$ cat src/rtl/riscv_dcache_pkg.sv
// Shared types and defaults for the burst data-cache controller.
// Optional build macro used by the controller: DCACHE_PERF_CNT_EN.
package riscv_dcache_pkg;

    localparam int DEF_LINE_BEATS = 4;
    localparam int DEF_NUM_SETS   = 64;
    localparam int DEF_CNT_W      = 32;

    typedef enum logic [3:0] {
        IDLE,
        COMPARE,
        WB,
        ALLOC,
        COMPARE2,
        WB2,
        ALLOC2,
        ACCESS,
        FLUSH_CHK,
        FLUSH_WB
    } state_t;

    // Index width for a counter of the given depth; never narrower than one bit.
    function automatic int idx_w(input int depth);
        return (depth > 1) ? $clog2(depth) : 1;
    endfunction

endpackage

$ cat src/rtl/riscv_dcache_beat_cnt.sv
// Wrap-around index counter with enable and a last-position flag.
// Used for the beat within a line burst and for the flush set scanner.
module riscv_dcache_beat_cnt
    import riscv_dcache_pkg::*;
#(
    parameter int  DEPTH = DEF_LINE_BEATS,
    localparam int W     = idx_w(DEPTH)
) (
    input  logic         clk,
    input  logic         rst,
    input  logic         en,
    output logic [W-1:0] idx,
    output logic         last
);

    assign last = (idx == W'(DEPTH - 1));

    // Advance on enable and wrap to zero after the last position.
    always_ff @(posedge clk) begin
        if (rst) begin
            idx <= '0;
        end else if (en) begin
            idx <= last ? '0 : idx + 1'b1;
        end
    end

endmodule

$ cat src/rtl/riscv_dcache_burst_fsm.sv
// Data-cache controller: line fills and writebacks as LINE_BEATS-beat bursts,
// misaligned accesses split over two lines, and a full-cache dirty flush.
// Outputs are decoded from the current state and the same-cycle memory
// handshake, since array writes must coincide with the accepted beat.
// Optional build macro: DCACHE_PERF_CNT_EN adds hit/miss/writeback counters.
module riscv_dcache_burst_fsm
    import riscv_dcache_pkg::*;
#(
    parameter int LINE_BEATS = DEF_LINE_BEATS,
    parameter int NUM_SETS   = DEF_NUM_SETS
`ifdef DCACHE_PERF_CNT_EN
    ,
    parameter int CNT_W      = DEF_CNT_W
`endif
) (
    input  logic                          clk,
    input  logic                          rst,
    input  logic                          cpu_rden,
    input  logic                          cpu_wren,
    input  logic                          misaligned,
    input  logic                          hit,
    input  logic                          hit_misaligned,
    input  logic                          dirty,
    input  logic                          dirty_misaligned,
    input  logic                          mem_ready,
    input  logic                          flush_req,
    output logic                          cache_rden,
    output logic                          cache_wren,
    output logic                          cache_insel,
    output logic                          addr_insel,
    output logic                          tag_sel,
    output logic                          mem_rden,
    output logic                          mem_wren,
    output logic [idx_w(LINE_BEATS)-1:0]  beat_idx,
    output logic                          set_dirty,
    output logic                          set_valid,
    output logic                          replace_tag,
    output logic                          clr_dirty,
    output logic                          flush_sel,
    output logic [idx_w(NUM_SETS)-1:0]    flush_idx,
    output logic                          flush_done,
    output logic                          stall,
    output logic                          cpu_rden_reg,
    output logic                          cpu_wren_reg
`ifdef DCACHE_PERF_CNT_EN
    ,
    output logic [CNT_W-1:0]              hit_cnt,
    output logic [CNT_W-1:0]              miss_cnt,
    output logic [CNT_W-1:0]              wb_cnt
`endif
);

    state_t state, next_state;
    logic   beat_en, beat_last;
    logic   flush_en, flush_last;
    logic   second, line_hit, line_dirty;

    riscv_dcache_beat_cnt #(.DEPTH(LINE_BEATS)) u_beat_cnt (
        .clk  (clk),
        .rst  (rst),
        .en   (beat_en),
        .idx  (beat_idx),
        .last (beat_last)
    );

    riscv_dcache_beat_cnt #(.DEPTH(NUM_SETS)) u_flush_cnt (
        .clk  (clk),
        .rst  (rst),
        .en   (flush_en),
        .idx  (flush_idx),
        .last (flush_last)
    );

    // Next-state and output decode from the current state and live inputs.
    always_comb begin
        // NOTE: every output gets a default first so no path can infer a latch.
        next_state  = state;
        cache_rden  = 1'b0;
        cache_wren  = 1'b0;
        cache_insel = 1'b0;
        addr_insel  = 1'b0;
        tag_sel     = 1'b0;
        mem_rden    = 1'b0;
        mem_wren    = 1'b0;
        set_dirty   = 1'b0;
        set_valid   = 1'b0;
        replace_tag = 1'b0;
        clr_dirty   = 1'b0;
        flush_sel   = 1'b0;
        flush_done  = 1'b0;
        stall       = 1'b1;
        beat_en     = 1'b0;
        flush_en    = 1'b0;
        second      = (state == COMPARE2);
        line_hit    = second ? hit_misaligned : hit;
        line_dirty  = second ? dirty_misaligned : dirty;

        case (state)
            IDLE: begin
                stall = 1'b0;
                if (flush_req) begin
                    next_state = FLUSH_CHK;
                end else if (cpu_rden || cpu_wren) begin
                    next_state = COMPARE;
                end
            end
            COMPARE, COMPARE2: begin
                addr_insel = second;
                if (line_hit && (second || !misaligned)) begin
                    stall       = 1'b0;
                    cache_rden  = cpu_rden_reg;
                    cache_wren  = cpu_wren_reg;
                    set_dirty   = 1'b1;
                    set_valid   = 1'b1;
                    replace_tag = cpu_wren_reg;
                    next_state  = (cpu_rden || cpu_wren) ? COMPARE : IDLE;
                end else if (line_hit) begin
                    next_state = COMPARE2;
                end else if (line_dirty) begin
                    cache_rden = 1'b1;
                    tag_sel    = 1'b1;
                    next_state = second ? WB2 : WB;
                end else begin
                    mem_rden   = 1'b1;
                    next_state = second ? ALLOC2 : ALLOC;
                end
            end
            WB, WB2, FLUSH_WB: begin
                mem_wren   = 1'b1;
                cache_rden = 1'b1;
                tag_sel    = 1'b1;
                addr_insel = (state == WB2);
                flush_sel  = (state == FLUSH_WB);
                beat_en    = mem_ready;
                if (mem_ready && beat_last) begin
                    if (state == WB) begin
                        next_state = ALLOC;
                    end else if (state == WB2) begin
                        next_state = ALLOC2;
                    end else begin
                        clr_dirty = 1'b1;
                        flush_en  = 1'b1;
                        if (flush_last) begin
                            flush_done = 1'b1;
                            next_state = IDLE;
                        end else begin
                            next_state = FLUSH_CHK;
                        end
                    end
                end
            end
            ALLOC, ALLOC2: begin
                mem_rden    = 1'b1;
                cache_insel = 1'b1;
                cache_wren  = mem_ready;
                addr_insel  = (state == ALLOC2);
                beat_en     = mem_ready;
                if (mem_ready && beat_last) begin
                    replace_tag = 1'b1;
                    set_valid   = 1'b1;
                    set_dirty   = cpu_wren_reg;
                    next_state  = ((state == ALLOC) && misaligned) ? COMPARE2 : ACCESS;
                end
            end
            ACCESS: begin
                stall      = 1'b0;
                cache_rden = cpu_rden_reg;
                cache_wren = cpu_wren_reg;
                next_state = (cpu_rden || cpu_wren) ? COMPARE : IDLE;
            end
            FLUSH_CHK: begin
                flush_sel = 1'b1;
                if (dirty) begin
                    next_state = FLUSH_WB;
                end else begin
                    flush_en = 1'b1;
                    if (flush_last) begin
                        flush_done = 1'b1;
                        next_state = IDLE;
                    end
                end
            end
            default: begin
                next_state = IDLE;
            end
        endcase
    end

    // State register and pipeline request capture while the pipe is moving.
    always_ff @(posedge clk) begin
        // NOTE: sequential state uses non-blocking assignments only.
        if (rst) begin
            state        <= IDLE;
            cpu_rden_reg <= 1'b0;
            cpu_wren_reg <= 1'b0;
        end else begin
            state <= next_state;
            if (!stall) begin
                cpu_rden_reg <= cpu_rden;
                cpu_wren_reg <= cpu_wren;
            end
        end
    end

`ifdef DCACHE_PERF_CNT_EN
    logic hit_evt, miss_evt, wb_evt;

    assign hit_evt  = ((state == COMPARE) || (state == COMPARE2)) && !stall;
    assign miss_evt = ((next_state == ALLOC) || (next_state == ALLOC2)) &&
                      (state != ALLOC) && (state != ALLOC2);
    assign wb_evt   = mem_wren && mem_ready && beat_last;

    // Saturating event counters.
    always_ff @(posedge clk) begin
        if (rst) begin
            hit_cnt  <= '0;
            miss_cnt <= '0;
            wb_cnt   <= '0;
        end else begin
            if (hit_evt && (hit_cnt != '1)) hit_cnt <= hit_cnt + 1'b1;
            if (miss_evt && (miss_cnt != '1)) miss_cnt <= miss_cnt + 1'b1;
            if (wb_evt && (wb_cnt != '1)) wb_cnt <= wb_cnt + 1'b1;
        end
    end
`endif

endmodule
$ cat config.mk
export PLATFORM = sky130hd
export DESIGN_NAME = riscv_dcache_burst_fsm
export DESIGN_NICKNAME = d
export VERILOG_FILES = /design/src/rtl/riscv_dcache_pkg.sv /design/src/rtl/riscv_dcache_beat_cnt.sv /design/src/rtl/riscv_dcache_burst_fsm.sv
export SDC_FILE = /design/constraint.sdc
export NUM_CORES = 1
export LEC_CHECK = 0
export CAP_MARGIN = 20
export CORE_MARGIN = 3
export CORE_UTILIZATION = 51
export CTS_CLUSTER_DIAMETER = 50
export DETAILED_ROUTE_END_ITERATION = 16
export PLACE_DENSITY = 0.85
export SYNTH_ARGS = -nofsm -noshare
export SYNTH_HDL_FRONTEND = slang
export SYNTH_HIERARCHICAL = 1
export SYNTH_SLANG_ARGS = --single-unit
$ cat constraint.sdc
create_clock -name clk -period 3.97 [get_ports clk]
set_clock_uncertainty 0.1 [all_clocks]
set_input_delay 0.794 -clock clk [delete_from_list [all_inputs] [get_ports clk]]
set_output_delay 0.794 -clock clk [all_outputs]
set_load 0.005 [all_outputs]
# Word-level counts from Yosys, hierarchy flattened
# Index checks and enable logic that the tools add are counted.
[totals] regBits=14 latch_bits=0 ram_bits=0 rom_bits=0 in_bits=11 output_inout_bits=24 wordCells=93 mem_count=0
[classes] addsub=2 mul=0 n_div=0 order_cmp=0 n_eq_ne=15 shifts=0 muxes=58 bitwise=0 reduce_logical=13
[ops] operator="two-way mux 4 bit" n=9
[ops] operator="two-way mux 1 bit" n=28
[ops] operator="case mux 4 bit (6 select lines)" n=1
[ops] operator="case mux 1 bit (2 select lines)" n=9
[ops] operator="== test 4 x 3 -> 1 bit (second input constant)" n=4
[ops] operator="two-way mux 3 bit" n=5
[ops] operator="case mux 1 bit (3 select lines)" n=3
[ops] operator="== test 4 x 2 -> 1 bit (second input constant)" n=2
[ops] operator="== test 4 bit (second input constant)" n=2
[ops] operator="adder 6 x 1 -> 6 bit (second input constant)" n=1
[ops] operator="== test 6 bit (second input constant)" n=1
[ops] operator="two-way mux 6 bit" n=1
[ops] operator="OR reduction 2 bit" n=3
[ops] operator="OR reduction 5 bit" n=1
[ops] operator="== test 4 x 1 -> 1 bit (second input constant)" n=1
[ops] operator="logical NOT 4 bit" n=1
[ops] operator="two-way mux 2 bit" n=2
[ops] operator="!= test 2 bit (second input constant)" n=2
[ops] operator="AND reduction 4 bit" n=1
[ops] operator="logical AND 1 bit" n=3
[ops] operator="!= test 3 x 2 -> 1 bit (second input constant)" n=1
[ops] operator="!= test 3 bit (second input constant)" n=1
[ops] operator="OR reduction 3 bit" n=1
[ops] operator="adder 2 x 1 -> 2 bit (second input constant)" n=1
[ops] operator="3 further kinds" n=4

# Logic depth before layout (Yosys ltp)
[depth] depth_word=6 ltp_mapped=9 ltp_nobuf=8

# Modules after synthesis
# The synthesis kept the hierarchy.
[by_module_without_submodules] mod="riscv_dcache_burst_fsm" n_inst=1 cells_each=112 area_per_inst_um2=873.3 seq_area_each_um2=120.1
[by_module_without_submodules] mod="riscv_dcache_beat_cnt (u_flush_cnt)" n_inst=1 cells_each=29 area_per_inst_um2=274.0 seq_area_each_um2=120.1
[by_module_without_submodules] mod="riscv_dcache_beat_cnt (u_beat_cnt)" n_inst=1 cells_each=8 area_per_inst_um2=86.3 seq_area_each_um2=40.0

# Worst setup path before layout
# OpenSTA, ideal clock, no wires.
[synth_timing] path_kind="input -> output" start="in hit_misaligned" end="out cache_rden" arrival_ns=1.541 t_required_ns=3.076 setup_slack_ns=1.535 cell_stages=5 path_buffers=0 path_cell_list="nor2b_1 a32oi_2 nor2_2 o21ai_0 nand2b_1"
[synth_between] elab_chain_cells=4 elab_cells_between_ends=5 classes_between="mux (4); reduce/logical (1)"
[synth_lines] item="start: declaration" line_no="riscv_dcache_burst_fsm.sv:22" rtl="input logic hit_misaligned,"
[synth_lines] item="two-way mux 1 bit (*)" line_no="riscv_dcache_burst_fsm.sv:95" rtl="line_hit = second ? hit_misaligned : hit;"
[synth_lines] item="two-way mux 1 bit or logical AND 1 bit (tied branches)" line_no="riscv_dcache_burst_fsm.sv:117, riscv_dcache_burst_fsm.sv:109"
[synth_lines] item="two-way mux 1 bit (*)" line_no="riscv_dcache_burst_fsm.sv:109" rtl="if (line_hit && (second || !misaligned)) begin"
[synth_lines] item="case mux 1 bit (3 select lines) (*)" line_no="riscv_dcache_burst_fsm.sv:98" rtl="case (state)"
[synth_lines] item="end: declaration" line_no="riscv_dcache_burst_fsm.sv:27" rtl="output logic cache_rden,"
# Every way passes the cells marked *; elsewhere a longest branch is shown, timed or not.

# Final worst setup path
[layout_timing] start="in hit_misaligned" end="out cache_wren"
[layout_between] elab_chain_cells=4
[layout_lines] item="two-way mux 1 bit" line_no="riscv_dcache_burst_fsm.sv:95"
[layout_lines] item="logical AND 1 bit" line_no="riscv_dcache_burst_fsm.sv:109"
[layout_lines] item="two-way mux 1 bit" line_no="riscv_dcache_burst_fsm.sv:109"
[layout_lines] item="case mux 1 bit (3 select lines)" line_no="riscv_dcache_burst_fsm.sv:98"
[layout_lines] item="end: declaration" line_no="riscv_dcache_burst_fsm.sv:28" rtl="output logic cache_wren,"
# No other way between the ends.

==> metrics.yaml <==
syn_area_per_cell_um2: 8.28
regMostFlops: "u_flush_cnt/idx"
status: "complete, no violations"
dr.pass1.iters: 4
period_share: 0.895
met2_wirelength_um: 1680
timing.fmax_ghz: 0.281
synth_area_um2: 1230
nNetsFinal: 194
seq_area_frac_synth: 0.227
cts_tree: "yes"
drt_iter0_drc: 32
start_util: 0.547
setup-tns-final_ps: 0
path_max_fanout: 3
grt_max_degree: 24
hold_path.class: "flop to flop"
cts_sinks: 14
final-hold-violation-count: 0
cts_hold_buf: 0
vias: 1262
cts.clk_slew.worst_paths_ps: 80
grt_pass1_wl_um: 4980
antenna_found_initial: 0
place_ws_ps: 442
gp_congestion: 0.787
r2r_slack_ps: 1490
power.leakage_uw: 0.000560
reg_top3: "u_flush_cnt/idx: 6 flops, state: 4 flops, u_beat_cnt/idx: 2 flops"
p_seq_frac: 0.307
switching_share: 0.433
comb_power_share: 0.594
start_kind: "input port"
std_cell_rows: 17
synth_cell_type_count: 57
wl_per_cell_um: 15.7
insertion_delay_ps: 280
track_usage: 0.226
die_w_um: 55.2
n_antenna_cell: 0
crit_required_ps: 3080
total_power_uw: 811
power.share.clock: 0.098
synth_ff_type: "dfxtp_1"
p_per_area_nw_per_um2: 511
drive_gt1_frac: 0.156
design_area_um2: 1590
postPlaceCellArea_um2: 1570
synthCells: 149
rsz0062_at_grt: "no"
route.met3.wl_um: 191
synth_edf_count: 0
mostFrequentLayoutCells: "clkdlybuf4s50_1, nor2_1, dfxtp_1, a21oi_1, nand2_1"
cts_resized: 0
synth_nets: 162
cp-end-kind: "primary output"
die_h_um: 55.2
netlist.area_leader.share: 0.227
setup_slack_ps: 416
core_um2: 2250
intPower_uw: 460
wirelength_um: 3250
power_switching_uw: 352
dp.cells: 204
instances_no_fill: 207
routedLengthMet1_um: 1340
synth_seq_cells: 14
largest_reg_flops: 6
post_cts_buffers: 0
grt_pass1_vias: 1167
clk_root_buffer_cell: "clkbuf_4"
cts_buffer_depth: 2
async_flop_share: 0
grt_overflow: 0
area_growth_pct: 28.8
final-setup-viol-count: 0
ys_warn_count: 6
via_per_inst: 6.10
max_cap_violations: 0
top_layer: "met4"
io_buffers: 34
h-tree-depth: 1
cp_data_arrival_time_ps: 2660
peakVddDrop_uv: 332
worst_pin_slew_ps: 827
die_area_um2: 3050
period_needed_ps: 3550
synth_top_cell_by_area: "dfxtp_1"
hpwlAfterDp_um: 2440
maxSlewHeadroom: 0.448
drv_slew: 0
pin_count: 35
drc: 0
layout_commonest_cell: "clkdlybuf4s50_1"
synth_area_leaders: "dfxtp_1, nor2_1, mux2i_1"
numCtsBuffers: 3
crit_type: "input port to primary output"
ant_nets: 0
-- critical path: stages --
cell	delay [ps]
clkdlybuf4s50_1	470
nor2b_1	350
a32oi_2	120
nor2_2	200
nand2_1	100
o21ai_0	90
clkdlybuf4s50_1	530
-- power by group through the flow --
stage	registers (µW)	clock network, µW	logic [µW]
floorplan	201	0	377
global placement	247	0	464
detailed placement	250	0	479
CTS	247	80.9	481
global route	256	88.1	518
finish	249	79.8	482
-- metrics by stage --
| stage | utilization | hold WS, ps |
|---|---|---|
| 3_5_place_dp | 0.695 | 408 |
| 6_report | 0.705 | 422 |
| 5_1_grt | 0.705 | 457 |
| 3_3_place_gp | 0.695 | 382 |
| 4_1_cts | 0.705 | 419 |
| 2_1_floorplan | - | 380 |
-- cells in the mapped netlist, types with 2 or more instances --
| master | count |
|---|---|
| a21oi_1 | 11 |
| buf_2 | 4 |
| buf_4 | 2 |
| dfxtp_1 | 14 |
| ha_1 | 2 |
| inv_1 | 5 |
| mux2i_1 | 6 |
| nand2_1 | 11 |
| nand2b_1 | 6 |
| nand3_1 | 2 |
| nand4_1 | 2 |
| nor2_1 | 19 |
| nor2_2 | 2 |
| nor2b_1 | 3 |
| nor3_1 | 4 |
| nor3b_1 | 2 |
| o21a_1 | 2 |
| o21ai_0 | 5 |
| o22ai_1 | 4 |
| or2_2 | 2 |
| or3b_1 | 2 |
| xnor2_1 | 2 |
| xor2_1 | 3 |
-- path summary, 6_finish.rpt --
kind | start | depth (start not counted) | endpoint
worst max-delay path | hit_misaligned | 7 | cache_wren
worst min-delay path | u_beat_cnt/idx[0] | 2 | u_beat_cnt/idx[0]
worst max register to register | state[0] | 7 | u_flush_cnt/idx[5]
worst min register to register | u_beat_cnt/idx[0] | 2 | u_beat_cnt/idx[0]
-- layer usage --
metal / GRT usage / up-vias
li1: - / 601
met1: 0.269 / 603
met2: 0.404 / 51
met3: 0.0295 / 7
met4: 0.0931 / 0
met5: 0 / -
-- layout make-up --
cell class | count | area, µm²
tap | 28 | 35.0
sequential | 14 | 280
timing repair buffer | 35 | 348
clock buffer | 3 | 22.5
multi-input combinational | 121 | 881
inverter | 6 | 22.5
fill | 213 | 666
-- cell families (layout without fill, tap and decap cells) --
kind of cell    Yosys count  after routing  synth area share
compound gates           41             41             0.282
xor+xnor                  5              5            0.0355
fa+ha+maj                 2              2            0.0203
buf+inv                  14             44            0.0588
flops                    14             14             0.227
mux                       8              8            0.0761
simple gates             65             65             0.300
Power figures use the tool's default switching activity.
